File: src/rtl/fp_sched_pkg.sv
// Shared encodings, latencies and slot type for the FP issue scheduler.
package fp_sched_pkg;

    localparam int NCOMMIT  = 32;
    localparam int LNCOMMIT = 5;
    localparam int NHART    = 1;
    localparam int LNHART   = 0;
    localparam int HARTW    = (LNHART > 0) ? LNHART : 1;
    localparam int MAXLAT   = 32;
    localparam int LATW     = $clog2(MAXLAT);

    localparam int L_ONE   = 2;
    localparam int L_ADD   = 4;
    localparam int L_MUL   = 5;
    localparam int L_FMA   = 7;
    localparam int L_DIV_S = 14;
    localparam int L_DIV_D = 29;

    typedef enum logic [3:0] {
        FADD   = 4'd0,
        FSUB   = 4'd1,
        FMUL   = 4'd2,
        FDIV   = 4'd3,
        FSQRT  = 4'd4,
        FSGNJ  = 4'd5,
        FSGNJN = 4'd6,
        FSGNJX = 4'd7,
        FMIN   = 4'd8,
        FMAX   = 4'd9,
        FCMP   = 4'd10,
        FCLASS = 4'd11,
        FCVTI  = 4'd12,
        FCVTF  = 4'd13,
        FMV    = 4'd14,
        FRSV   = 4'd15
    } fp_op_e;

    // Encodings of op[3:0] when the multiple bit is set.
    typedef enum logic [3:0] {
        FMADD  = 4'd0,
        FMSUB  = 4'd1,
        FNMSUB = 4'd2,
        FNMADD = 4'd3
    } fp_fma_e;

    typedef struct packed {
        logic                valid;
        logic                killed;
        logic [LNCOMMIT-1:0] rd;
        logic [HARTW-1:0]    hart;
        logic                fp;
    } slot_t;

    function automatic logic [LATW-1:0] lat_of(input logic [3:0] op,
                                               input logic       multiple,
                                               input logic       size);
        fp_op_e o;
        o = fp_op_e'(op);
        if (multiple)
            lat_of = LATW'(L_FMA);
        else if (o == FADD || o == FSUB)
            lat_of = LATW'(L_ADD);
        else if (o == FMUL)
            lat_of = LATW'(L_MUL);
        else if (o == FDIV || o == FSQRT)
            lat_of = size ? LATW'(L_DIV_D) : LATW'(L_DIV_S);
        else
            lat_of = LATW'(L_ONE);
    endfunction

endpackage

File: src/rtl/fp_resv_shift.sv
// Latency-indexed slot shift register: entry i completes i cycles from now.
module fp_resv_shift
    import fp_sched_pkg::*;
#(
    parameter int DEPTH = MAXLAT
) (
    input  logic                     clk,
    input  logic                     reset,
    input  logic                     wr_en,
    input  logic [$clog2(DEPTH)-1:0] wr_idx,
    input  slot_t                    wr_slot,
    input  logic [NCOMMIT-1:0]       kill,
    output logic [DEPTH-1:0]         resv,
    output slot_t                    head
);

    slot_t slots     [1:DEPTH-1];
    slot_t slots_nxt [1:DEPTH-1];

    // Killed entries keep their reservation since the FPU still drives the port.
    always_comb begin
        slots_nxt[DEPTH-1] = '0;
        for (int i = 1; i < DEPTH-1; i++)
            slots_nxt[i] = slots[i+1];
        for (int i = 1; i < DEPTH; i++) begin
            if (slots_nxt[i].valid && kill[slots_nxt[i].rd])
                slots_nxt[i].killed = 1'b1;
            if (wr_en && int'(wr_idx) == i)
                slots_nxt[i] = wr_slot;
        end
    end

    always_comb begin
        resv = '0;
        for (int i = 1; i < DEPTH; i++)
            resv[i] = slots[i].valid;
        head = slots[1];
        if (head.valid && kill[head.rd])
            head.killed = 1'b1;
    end

    always_ff @(posedge clk) begin
        if (!reset) begin
            for (int i = 1; i < DEPTH; i++)
                slots[i] <= '0;
        end else begin
            for (int i = 1; i < DEPTH; i++)
                slots[i] <= slots_nxt[i];
        end
    end

endmodule

File: src/rtl/fp_issue_sched.sv
// FP issue scheduler: one op per cycle into the FPU, result-port collisions
// avoided by latency reservation, commit kills suppress writeback.
module fp_issue_sched
    import fp_sched_pkg::*;
(
    input  logic                clk,
    input  logic                reset,
    input  logic                req_valid,
    input  logic [3:0]          req_op,
    input  logic                req_multiple,
    input  logic                req_size,
    input  logic [LNCOMMIT-1:0] req_rd,
    input  logic [HARTW-1:0]    req_hart,
    input  logic                req_fp,
    output logic                req_ready,
    output logic                issue,
    input  logic [NCOMMIT-1:0]  commit_kill,
    output logic [NHART-1:0]    wb_valid,
    output logic [LNCOMMIT-1:0] wb_rd,
    output logic                wb_fp,
    output logic                div_busy,
    output logic [5:0]          inflight,
    output logic                illegal
);

    logic [LATW-1:0]   lat;
    logic              is_div;
    logic              is_illegal;
    logic [MAXLAT-1:0] resv;
    logic [LATW-1:0]   div_cnt;
    slot_t             new_slot;
    slot_t             head;
    slot_t             wb_q;

    assign lat        = lat_of(req_op, req_multiple, req_size);
    assign is_div     = !req_multiple && (fp_op_e'(req_op) == FDIV || fp_op_e'(req_op) == FSQRT);
    assign is_illegal = !req_multiple && (fp_op_e'(req_op) == FRSV);
    assign div_busy   = (div_cnt != '0);
    assign new_slot   = '{valid: 1'b1, killed: 1'b0, rd: req_rd, hart: req_hart, fp: req_fp};

    // Illegal and already-killed ops are consumed without touching the FPU.
    always_comb begin
        req_ready = 1'b0;
        issue     = 1'b0;
        illegal   = 1'b0;
        if (reset && req_valid) begin
            if (is_illegal) begin
                req_ready = 1'b1;
                illegal   = 1'b1;
            end else if (commit_kill[req_rd]) begin
                req_ready = 1'b1;
            end else if (!resv[lat] && !(is_div && div_busy)) begin
                req_ready = 1'b1;
                issue     = 1'b1;
            end
        end
    end

    fp_resv_shift #(.DEPTH(MAXLAT)) u_resv (
        .clk     (clk),
        .reset   (reset),
        .wr_en   (issue),
        .wr_idx  (lat - LATW'(1)),
        .wr_slot (new_slot),
        .kill    (commit_kill),
        .resv    (resv),
        .head    (head)
    );

    // Counter load already includes the decrement of the issue cycle.
    always_ff @(posedge clk) begin
        if (!reset) begin
            wb_q     <= '0;
            div_cnt  <= '0;
            inflight <= '0;
        end else begin
            wb_q     <= head;
            inflight <= inflight + 6'(issue) - 6'(head.valid);
            if (issue && is_div)
                div_cnt <= lat - LATW'(1);
            else if (div_cnt != '0)
                div_cnt <= div_cnt - LATW'(1);
        end
    end

    always_comb begin
        wb_valid = '0;
        for (int h = 0; h < NHART; h++)
            wb_valid[h] = wb_q.valid && !wb_q.killed && !commit_kill[wb_q.rd]
                          && (int'(wb_q.hart) == h);
    end

    assign wb_rd = wb_q.rd;
    assign wb_fp = wb_q.fp;

endmodule

File: config.mk
export PLATFORM = sky130hd
export DESIGN_NAME = fp_issue_sched
export DESIGN_NICKNAME = d
export VERILOG_FILES = /design/src/rtl/fp_sched_pkg.sv /design/src/rtl/fp_resv_shift.sv /design/src/rtl/fp_issue_sched.sv
export SDC_FILE = /design/constraint.sdc
export NUM_CORES = 1
export LEC_CHECK = 0
export CAP_MARGIN = 10
export CORE_MARGIN = 3
export CORE_UTILIZATION = 57
export DETAILED_ROUTE_END_ITERATION = 8
export GPL_TIMING_DRIVEN = 1
export HOLD_SLACK_MARGIN = 0.08
export PLACE_DENSITY = 0.82
export SYNTH_ARGS = -nofsm -noshare
export SYNTH_HDL_FRONTEND = slang
export SYNTH_SLANG_ARGS = --single-unit
File: constraint.sdc
create_clock -name clk -period 3.56 [get_ports clk]
set_input_delay 0.712 -clock clk [delete_from_list [all_inputs] [get_ports clk]]
set_output_delay 0.712 -clock clk [all_outputs]
set_load 0.005 [all_outputs]
==> qor.csv <==
stage,metric,value,unit
timing,Slew Limit Fails,0,
placed_design,placed cells,2040,
setup_path,endpoint class of the critical path,output pin,
min_path,Hold Crit Start,u_resv.slots[1][18],
synthesis,Post-synth ARST share,0,%
min_path,Hold Crit Depth,1,
setup_path,Worst setup SP type,primary input,
floorplan,Die X,191.6,um
grt,antenna violations before repair,1,
timing,Slew Limit Headroom,35.59,%
timing,Worst-Margin Slew,966.2,ps
clocking,Worst-Skew Late Latency,580,ps
clocking,CTS Hold Bufs,0,
synthesis,Seq cells post-synth,298,
finish,"most common cell after layout, fill and taps aside",mux4_2,
power,Peak VDD IR,0.3905,mV
setup_path,Max Fanout on Critical Path,2,
synthesis,Mapped Nets,1665,
route,routed length per instance,28.58,um
timing,Sum Neg Setup Slack,0,ps
placed_design,Placer Congestion,0.9592,
timing,clk_skew,13.63,ps
finish,non-filler instance count after layout,2110,
route,vias per cell,7.175,
clocking,CTS tree,done,
clocking,CTS buffer count,30,
timing,RSZ-0062 raised after global routing,true,
route,Antenna Nets Post-Route,0,
synthesis,post-synth top area cell,mux4_2,
placed_design,dpl hpwl,38.16,mm
floorplan,row count,67,
min_path,Hold EP,u_resv.slots[1][9],
route,first-pass iteration count of the detailed router,6,
placed_design,dpl ws,-653.1,ps
grt,largest net degree at the start of global routing,157,
setup_path,kind of critical path,in -> out,
grt,GRT overflow,0,
finish,Post-Layout Inst Area,0.02245,mm2
floorplan,Die ar.,0.03670,mm2
finish,fin util,66.61,%
timing,Final WS setup,32.67,ps
route,First DRT Iteration DRCs,2093,
floorplan,IO Count,65,
synthesis,Area contributors post-synth,"mux4_2 (37%), dfxtp_1 (30%), mux2i_1 (9.7%)",
min_path,HP Class,reg -> reg,
outcome,status,"finished, final reports clean",
timing,Fmax,283.5,MHz
grt,first-pass GRT wire length,92.66,mm
flow_run,maxcap violations,0,
route,vias post-DR,15140,
clocking,CTS sink cnt,298,
setup_path,Worst EP arrival,2820,ps
clocking,Max Root-Sink Buffers,3,
power,Lkg Pwr,8.480,nW
placed_design,Port Buffers,64,
timing,final setup fails,0,
finish,layout cells sized above 1,37.29,%
synthesis,Mapped Avg Cell Area,12.24,um2
synthesis,Syn Inst Count,1604,
floorplan,Core Area,0.03370,mm2
floorplan,die height,191.6,um
timing,Tmin final,3527,ps
grt,vias in the first global route,15560,
grt,Global Route Usage Sum,33.30,%
clocking,clock slew at reported path FFs,60,ps
setup_path,CP Data Required Time,2850,ps
synthesis,Post-synth EDFFs,0,
synthesis,sequential fraction of the synthesis area,30.39,%
route,DRC viols,0,
timing,Tcrit/Tclk final,99.08,%
synthesis,main flop type after synthesis,dfxtp_1,
finish,"Area growth, synth to finish",14.35,%
timing,Final Hold Viols,0,
timing,hold slack,420.7,ps
finish,"leading cell types in the layout, fill and taps excluded","mux4_2 (322), dfxtp_1 (298), mux2i_1 (191)",
clocking,Clock Root Buffer,clkbuf_16,
setup_path,R2R Path End,u_resv.slots[1][79],
placed_design,DP Area,0.02125,mm2
synthesis,Cell variety after synth,65,
setup_path,R2R depth,14,
synthesis,Synth top area share,36.94,%
floorplan,Initial Util,58.25,%
route,WL final,60.31,mm
power,pwr/cell area,362.4,mW/mm2
setup_path,flop-to-flop setup slack,220,ps
power,Tot Pwr,8.136,mW
setup_path,worst r2r src,div_cnt[0],
synthesis,mapped cell area,0.01963,mm2
finish,Final #Nets,1699,
synthesis,YS warnings,0,
clocking,Clock H-tree levels,1,
[report_power, final]
part	internal, mW	switching [mW]	total, mW
logic	0.650	0.726	1.38
registers	3.37	0.0350	3.41
clock network	1.98	1.37	3.35
total	6.00	2.13	8.14
[area by class of cell]
type	count	area (um2)
Antenna cell	2	5.005
Clock buffer	42	867.1
Clock inverter	12	172.7
Fill cell	2309	11250
Inverter	34	127.6
Multi-Input combinational cell	1034	12630
Sequential cell	298	5966
Tap cell	448	560.5
Timing Repair Buffer	240	2116
[cell usage after synthesis, drive strengths merged, types with 11 or more instances]
master / instances
and3b: 18
nand2: 182
nor3: 11
nor2b: 31
dfxtp: 298
or4: 12
nor2: 15
buf: 36
mux4: 326
ha: 12
a21boi: 18
inv: 34
clkbuf: 202
mux2: 31
a21oi: 34
mux2i: 191
and2: 54
[worst max-delay path, stage by stage]
cell and delay, ps:
clkdlybuf4s50_1 410, buf_6 150, buf_4 160, mux4_2 490, nand3b_4 110, nand4_4 100
nor3_4 240, buf_6 130, o31ai_4 80, nor2_4 100, buf_4 130
[flip-flops by register name (all words and copies together) (netlist names)]
signal and flops:
div_cnt 5, inflight 6, u_resv.slots 278, wb_fp 1, wb_q 3, wb_rd 5
[logic make-up after synthesis]
kind of cell | Yosys count | share of synthesized area (%)
buffers and inverters | 272 | 5.653
XOR/XNOR | 10 | 0.4462
flip-flops | 298 | 30.39
multiplexers | 548 | 48.99
AO/OA/AOI/OAI | 92 | 3.423
AND/OR/NAND/NOR | 371 | 10.23
adder cells (fa/ha/maj) | 13 | 0.8668
[worst max path at each step]
stage	slack, ps	to	from	depth (start not counted)
2_1_floorplan	-60	inflight[5]	req_size	14
3_3_place_gp	-660	inflight[4]	req_rd[0]	16
3_5_place_dp	-650	inflight[4]	req_rd[0]	16
4_1_cts	3	req_ready	commit_kill[9]	8
5_1_grt	-20	issue	commit_kill[0]	11
6_report	30	issue	commit_kill[0]	11
[metal layers]
metal,track usage (%),wire (um),vias to the layer above
met2,51.74,27460,1377
met1,41.12,19980,7316
met3,10.68,8677,343
li1,-,-,6104
met4,19.33,4189,0
met5,0,0,-
[what timing repair did]
| item | in CTS | in global routing |
|---|---|---|
| endpoints found under the setup margin | 5 | 3 |
| cloned | 0 | 0 |
| gates resized for setup | 51 | 13 |
| setup buffers | 13 | 1 |
| pin swaps | 5 | 1 |
Note: power is estimated with default switching activity, not from simulation.
